--- src/rtl/reorder_buffer_pkg.sv ---
// Reorder buffer shared types: entry kinds, controller states,
// and the next-PC helper used for redirects.
package reorder_buffer_pkg;

  localparam int ROB_W   = 3;
  localparam int NON_DEP = 1 << ROB_W;

  typedef enum logic [1:0] {
    T_REG    = 2'd0,
    T_STORE  = 2'd1,
    T_BRANCH = 2'd2,
    T_JUMP   = 2'd3
  } rob_type_e;

  typedef enum logic {
    S_RUN   = 1'b0,
    S_FLUSH = 1'b1
  } rob_state_e;

  function automatic logic [31:0] next_pc(
    input logic        taken,
    input logic [31:0] target,
    input logic [31:0] pc
  );
    return taken ? target : pc + 32'd4;
  endfunction

endpackage

--- src/rtl/reorder_buffer.sv ---
// In-order commit unit: allocates entries, collects CDB results,
// retires the head to the RF/store path and raises mispredict flushes.
module reorder_buffer
  import reorder_buffer_pkg::*;
#(
  parameter int RoB_WIDTH = ROB_W
) (
  input  logic                 clk_in,
  input  logic                 rst_in,
  input  logic                 rdy_in,
  input  logic                 alloc_en,
  input  logic [1:0]           alloc_type,
  input  logic [4:0]           alloc_rd,
  input  logic [31:0]          alloc_pc,
  input  logic                 alloc_pred_taken,
  output logic [RoB_WIDTH-1:0] alloc_index,
  output logic                 full,
  input  logic                 wb_en,
  input  logic [RoB_WIDTH-1:0] wb_index,
  input  logic [31:0]          wb_value,
  input  logic                 wb_taken,
  input  logic [31:0]          wb_target,
  input  logic [RoB_WIDTH-1:0] q1_index,
  input  logic [RoB_WIDTH-1:0] q2_index,
  output logic                 q1_ready,
  output logic                 q2_ready,
  output logic [31:0]          q1_value,
  output logic [31:0]          q2_value,
  output logic                 RoB_update_en,
  output logic [4:0]           RoB_update_reg,
  output logic [RoB_WIDTH-1:0] RoB_update_index,
  output logic [31:0]          RoB_update_data,
  output logic                 store_commit_en,
  output logic                 flush_signal,
  output logic [31:0]          redirect_pc,
  output logic                 debug_en,
  output logic [31:0]          debug_commit_id
);

  localparam int RoB_SIZE = 1 << RoB_WIDTH;
  localparam int CW       = RoB_WIDTH + 1;

  logic        busy   [RoB_SIZE];
  logic        ready  [RoB_SIZE];
  rob_type_e   etype  [RoB_SIZE];
  logic [4:0]  rd     [RoB_SIZE];
  logic [31:0] pc     [RoB_SIZE];
  logic        pred   [RoB_SIZE];
  logic [31:0] value  [RoB_SIZE];
  logic        taken  [RoB_SIZE];
  logic [31:0] target [RoB_SIZE];

  logic [RoB_WIDTH-1:0] head;
  logic [RoB_WIDTH-1:0] tail;
  logic [CW-1:0]        count;
  rob_state_e           state;
  logic [31:0]          flush_pc;

  logic      head_fire;
  logic      alloc_fire;
  logic      wb_fire;
  logic      mispredict;
  logic      writes_rd;
  rob_type_e h_type;

  assign alloc_index = tail;
  assign full = (count == CW'(RoB_SIZE)) || (state == S_FLUSH);

  assign q1_ready = busy[q1_index] && ready[q1_index];
  assign q2_ready = busy[q2_index] && ready[q2_index];
  assign q1_value = q1_ready ? value[q1_index] : '0;
  assign q2_value = q2_ready ? value[q2_index] : '0;

  assign h_type     = etype[head];
  assign head_fire  = (state == S_RUN) && busy[head] && ready[head];
  assign alloc_fire = alloc_en && !full;
  assign wb_fire    = wb_en && busy[wb_index] && (state == S_RUN);
  assign writes_rd  = (h_type == T_REG || h_type == T_JUMP)
                      && (rd[head] != 5'd0);
  assign mispredict = (h_type == T_BRANCH || h_type == T_JUMP)
                      && (taken[head] != pred[head]);

  always_ff @(posedge clk_in or negedge rst_in) begin
    if (!rst_in) begin
      for (int i = 0; i < RoB_SIZE; i++) begin
        busy[i]   <= 1'b0;
        ready[i]  <= 1'b0;
        etype[i]  <= T_REG;
        rd[i]     <= '0;
        pc[i]     <= '0;
        pred[i]   <= 1'b0;
        value[i]  <= '0;
        taken[i]  <= 1'b0;
        target[i] <= '0;
      end
      head             <= '0;
      tail             <= '0;
      count            <= '0;
      state            <= S_RUN;
      flush_pc         <= '0;
      RoB_update_en    <= 1'b0;
      RoB_update_reg   <= '0;
      RoB_update_index <= '0;
      RoB_update_data  <= '0;
      store_commit_en  <= 1'b0;
      flush_signal     <= 1'b0;
      redirect_pc      <= '0;
      debug_en         <= 1'b0;
      debug_commit_id  <= '0;
    end else if (rdy_in) begin
      RoB_update_en   <= 1'b0;
      store_commit_en <= 1'b0;
      flush_signal    <= 1'b0;
      debug_en        <= 1'b0;
      if (state == S_FLUSH) begin
        for (int i = 0; i < RoB_SIZE; i++) begin
          busy[i]  <= 1'b0;
          ready[i] <= 1'b0;
        end
        flush_signal <= 1'b1;
        redirect_pc  <= flush_pc;
        head         <= '0;
        tail         <= '0;
        count        <= '0;
        state        <= S_RUN;
      end else begin
        if (wb_fire) begin
          ready[wb_index]  <= 1'b1;
          value[wb_index]  <= wb_value;
          taken[wb_index]  <= wb_taken;
          target[wb_index] <= wb_target;
        end
        if (head_fire) begin
          busy[head]      <= 1'b0;
          ready[head]     <= 1'b0;
          head            <= head + RoB_WIDTH'(1);
          debug_commit_id <= debug_commit_id + 32'd1;
          if (writes_rd) begin
            RoB_update_en    <= 1'b1;
            RoB_update_reg   <= rd[head];
            RoB_update_index <= head;
            RoB_update_data  <= value[head];
            debug_en         <= 1'b1;
          end
          if (h_type == T_STORE) begin
            store_commit_en <= 1'b1;
            debug_en        <= 1'b1;
          end
          // RF update goes out now; the flush follows next cycle
          if (mispredict) begin
            state    <= S_FLUSH;
            flush_pc <= next_pc(taken[head], target[head], pc[head]);
          end
        end
        if (alloc_fire) begin
          busy[tail]  <= 1'b1;
          ready[tail] <= 1'b0;
          etype[tail] <= rob_type_e'(alloc_type);
          rd[tail]    <= alloc_rd;
          pc[tail]    <= alloc_pc;
          pred[tail]  <= alloc_pred_taken;
          tail        <= tail + RoB_WIDTH'(1);
        end
        unique case ({alloc_fire, head_fire})
          2'b10:   count <= count + CW'(1);
          2'b01:   count <= count - CW'(1);
          default: count <= count;
        endcase
      end
    end
  end

endmodule

--- config.mk ---
export PLATFORM = sky130hd
export DESIGN_NAME = reorder_buffer
export DESIGN_NICKNAME = d
export VERILOG_FILES = /design/src/rtl/reorder_buffer_pkg.sv /design/src/rtl/reorder_buffer.sv
export SDC_FILE = /design/constraint.sdc
export NUM_CORES = 2
export LEC_CHECK = 0
export BUFFER_PORTS_ARGS = -buffer_cell sky130_fd_sc_hd__buf_2
export CAP_MARGIN = 20
export CORE_MARGIN = 8
export CORE_UTILIZATION = 52
export DETAILED_ROUTE_END_ITERATION = 8
export GPL_TIMING_DRIVEN = 0
export PLACE_DENSITY_LB_ADDON = 0.1
export RECOVER_POWER = 50
export SLEW_MARGIN = 20
export SYNTH_ARGS = -nofsm -noshare
export SYNTH_HDL_FRONTEND = slang
export SYNTH_SLANG_ARGS = --single-unit
--- constraint.sdc ---
create_clock -name clk_in -period 7.93 [get_ports clk_in]
set_clock_uncertainty 0.05 [all_clocks]
set_input_delay 1.1895 -clock clk_in [delete_from_list [all_inputs] [get_ports clk_in]]
set_output_delay 1.1895 -clock clk_in [all_outputs]
set_load 0.02 [all_outputs]
==> impl_metrics.yaml <==
setup_path:
  cp.required_ps: 8410
  crit_type: "reg2reg"
  critical_path.max_stage_delay_ps: 970
  startpoint_type: "flop"
  crit_path_end_kind: "flop"
  critPathArrivalTime_ps: 7710
  slowest_stage: "nor2_1"
  worst-path-buf-inv: 7
  critPathTopFamily: "buffers and inverters"
  path_max_fanout: 10
  path_cells: "clkbuf_1, buf_6, nand2b_1, nor2_1, clkbuf_2, buf_1, a22o_1, nor3_1, ha_1, o211ai_1, or2_1, buf_2, buf_2, buf_1, o21ai_0"
global_route:
  overflow: 0
  grt_pass1_wl_mm: 248
  grt_pass1_vias: 34900
  grt_util_met1_pct: 43.4
  grtUsageTotal_pct: 32.6
  use_met3_pct: 7.48
  met2_usage_pct: 50.5
  antenna_found_initial: 29
  top_usage_layer: "met2"
  grt_max_degree: 140
layout:
  reg_top3: "pc x256, target x256, value x256"
  final_layout_size_suffix_gt1_share_pct: 38.4
  syn_to_final_growth_pct: 14.0
  ff_latch_area_um2: 25200
  layout.nets: 4117
  finalInstanceArea_um2: 55600
  nFillCells: 7694
  multiInputGateArea_um2: 22100
sta:
  whs_ps: 380
  clock.fmax_mhz: 138
  drv_slew: 429
  slew_headroom_pct: -268
  hold_violations: 0
  tightest_slew_ps: 5530
  fin_crit_sh_pct: 91.2
  setup_viol: 0
  rsz0062_at_grt: "no"
  timing.final.crit_period_ps: 7230
  tns_ps: 0
place:
  hpwl_mm: 115
  finalWeightedCongestion: 0.913
  dpl_cell_area_um2: 52100
  io_buffer_count: 292
power:
  seqPwrFrac_pct: 37.9
  clock_power_share_pct: 23.4
  swShare_pct: 38.2
  leakagePower_nw: 24.6
  power_switching_mw: 8.61
  intPower_mw: 13.9
  power_density_nw_per_um2: 405
  p_comb_share_pct: 38.7
  ir_worst_vdd_mv: 0.211
run_status:
  violations: "capacitance limit, slew limit"
  status: "finished, violations left"
yosys:
  synth_top_area_share_pct: 51.7
  ys_top_cells_by_area: "dfrtp_1 (52%), mux2_2 (21%), mux4_2 (6.9%)"
  yosys.cell_count.top_type: "dfrtp_1"
  synth_area_leader_cell: "dfrtp_1"
  ys_ff_latch: 1007
  synth.net_count: 3703
  ys.flop_type: "dfrtp_1"
  syn_area_per_cell_um2: 13.6
  async_flop_share_pct: 100
  synthCells: 3575
  ys_top_cells_by_count: "dfrtp_1 (1007), mux2_2 (892), mux4_2 (150), nand2_1 (146), a22oi_1 (140)"
  syn_area_um2: 48700
  synth_cell_types: 99
  ys_warn_count: 0
  synth_edf_count: 0
  seq_area_frac_synth_pct: 51.7
cts:
  worstSkewPairLatency_ps: 710
  clockBufferDepth: 3
  cts.reportedPaths.clkPinSlew_ps: 60
  cts_buffers: 110
  postCtsHoldBufs: 0
  cts_tree: "built"
  htree_levels: 3
  post_cts_buffers: 0
  clock-sinks: 1007
  clock_tree.root_cell: "clkbuf_16"
  post_cts_resized: 0
route:
  vias_per_cell: 6.54
  routed-via-count: 35000
  drc: 0
  finalWirelength_mm: 171
  drt_iter0_drc: 4326
  drt_pass1_iterations: 6
  final_antenna_net_count: 0
  routedWlPerCell_um: 32.1
hold_path:
  hold_class: "in2async"
job:
  max-cap-violations: 4
floorplan:
  ios: 297
  start_util_pct: 52.4
  die_w_um: 322
  die_area_um2: 104000
  core_um2: 93000
  die_h_um: 322
  rows: 112
## logic make-up after synthesis
group / share of synthesized area, %
AOI/OAI and AO/OA: 9.17
xor gates and xnor gates: 1.04
adders and majority gates: 0.231
buffers and inverters: 3.01
DFF: 51.7
muxes: 30.6
and+or+nand+nor: 4.29
## layer usage
layer | vias up | share of wire (%)
li1 | 14400 | -
met1 | 18300 | 40
met2 | 1739 | 46
met3 | 463 | 9.1
met4 | 14 | 5.5
met5 | - | 0.045
## placed cells by master (no fill, tap or decap), types with 12 or more instances in the layout
cell       count
a22oi_1      140
mux4_2       150
clkbuf_16    110
xnor2_1       43
clkbuf_1     258
a221oi_1      87
clkbuf_8      28
inv_1         29
clkinv_2      15
a221o_1       24
and3_1        12
nand4_1       15
nand2_1      146
diode_2       22
nand3_1       36
a21oi_1       53
nor2_1       120
o21ai_1       18
buf_2        252
clkbuf_2      24
mux2_2       891
o21ai_0       50
nor3_1        17
a31oi_1       46
a22o_1        56
a21o_1        28
buf_1         26
mux2i_1      127
dfrtp_1     1007
xor2_1        15
## area by class of cell
| cell class | count | area share [%] |
|---|---|---|
| Clock inverter | 32 | 0.765 |
| Antenna cell | 22 | 0.0991 |
| Sequential cell | 1007 | 45.3 |
| Buffer | 270 | 2.50 |
| Timing Repair Buffer | 302 | 2.72 |
| Clock buffer | 164 | 5.82 |
| Multi-Input combinational cell | 2268 | 39.7 |
| Tap cell | 1254 | 2.82 |
| Inverter | 30 | 0.203 |
## metrics by stage
step / worst slack [ps] / power, mW / cells / utilization (%)
floorplan: 3760 / 13.7 / 3575 / -
global placement: -16870 / 17.0 / 5121 / 55.6
detailed placement: 954 / 17.2 / 5130 / 56.0
CTS: 950 / 22.4 / 5326 / 59.9
global route: 414 / 23.4 / 5335 / 59.7
finish: 700 / 22.5 / 5349 / 59.7
## power by group through the flow
stage,clock network [mW],registers [mW],logic [mW]
2_1_floorplan,0,8.34,5.41
3_3_place_gp,0,8.48,8.50
3_5_place_dp,0,8.54,8.65
4_1_cts,5.28,8.46,8.69
5_1_grt,5.49,8.76,9.13
6_report,5.26,8.53,8.72
## worst paths after layout
path	cells past startpoint	endpoint	slack, ps	from
max in group asynchronous	5	target[53]	1460	rst_in
worst min register to register	1	RoB_update_data[6]	420	RoB_update_data[6]
min in group clk_in	1	RoB_update_data[6]	420	RoB_update_data[6]
worst max-delay path	15	state	700	head[0]
worst max register to register	15	state	700	head[0]
worst min-delay path	1	debug_commit_id[31]	380	rst_in
No activity file was read; power rests on OpenSTA's default activity.
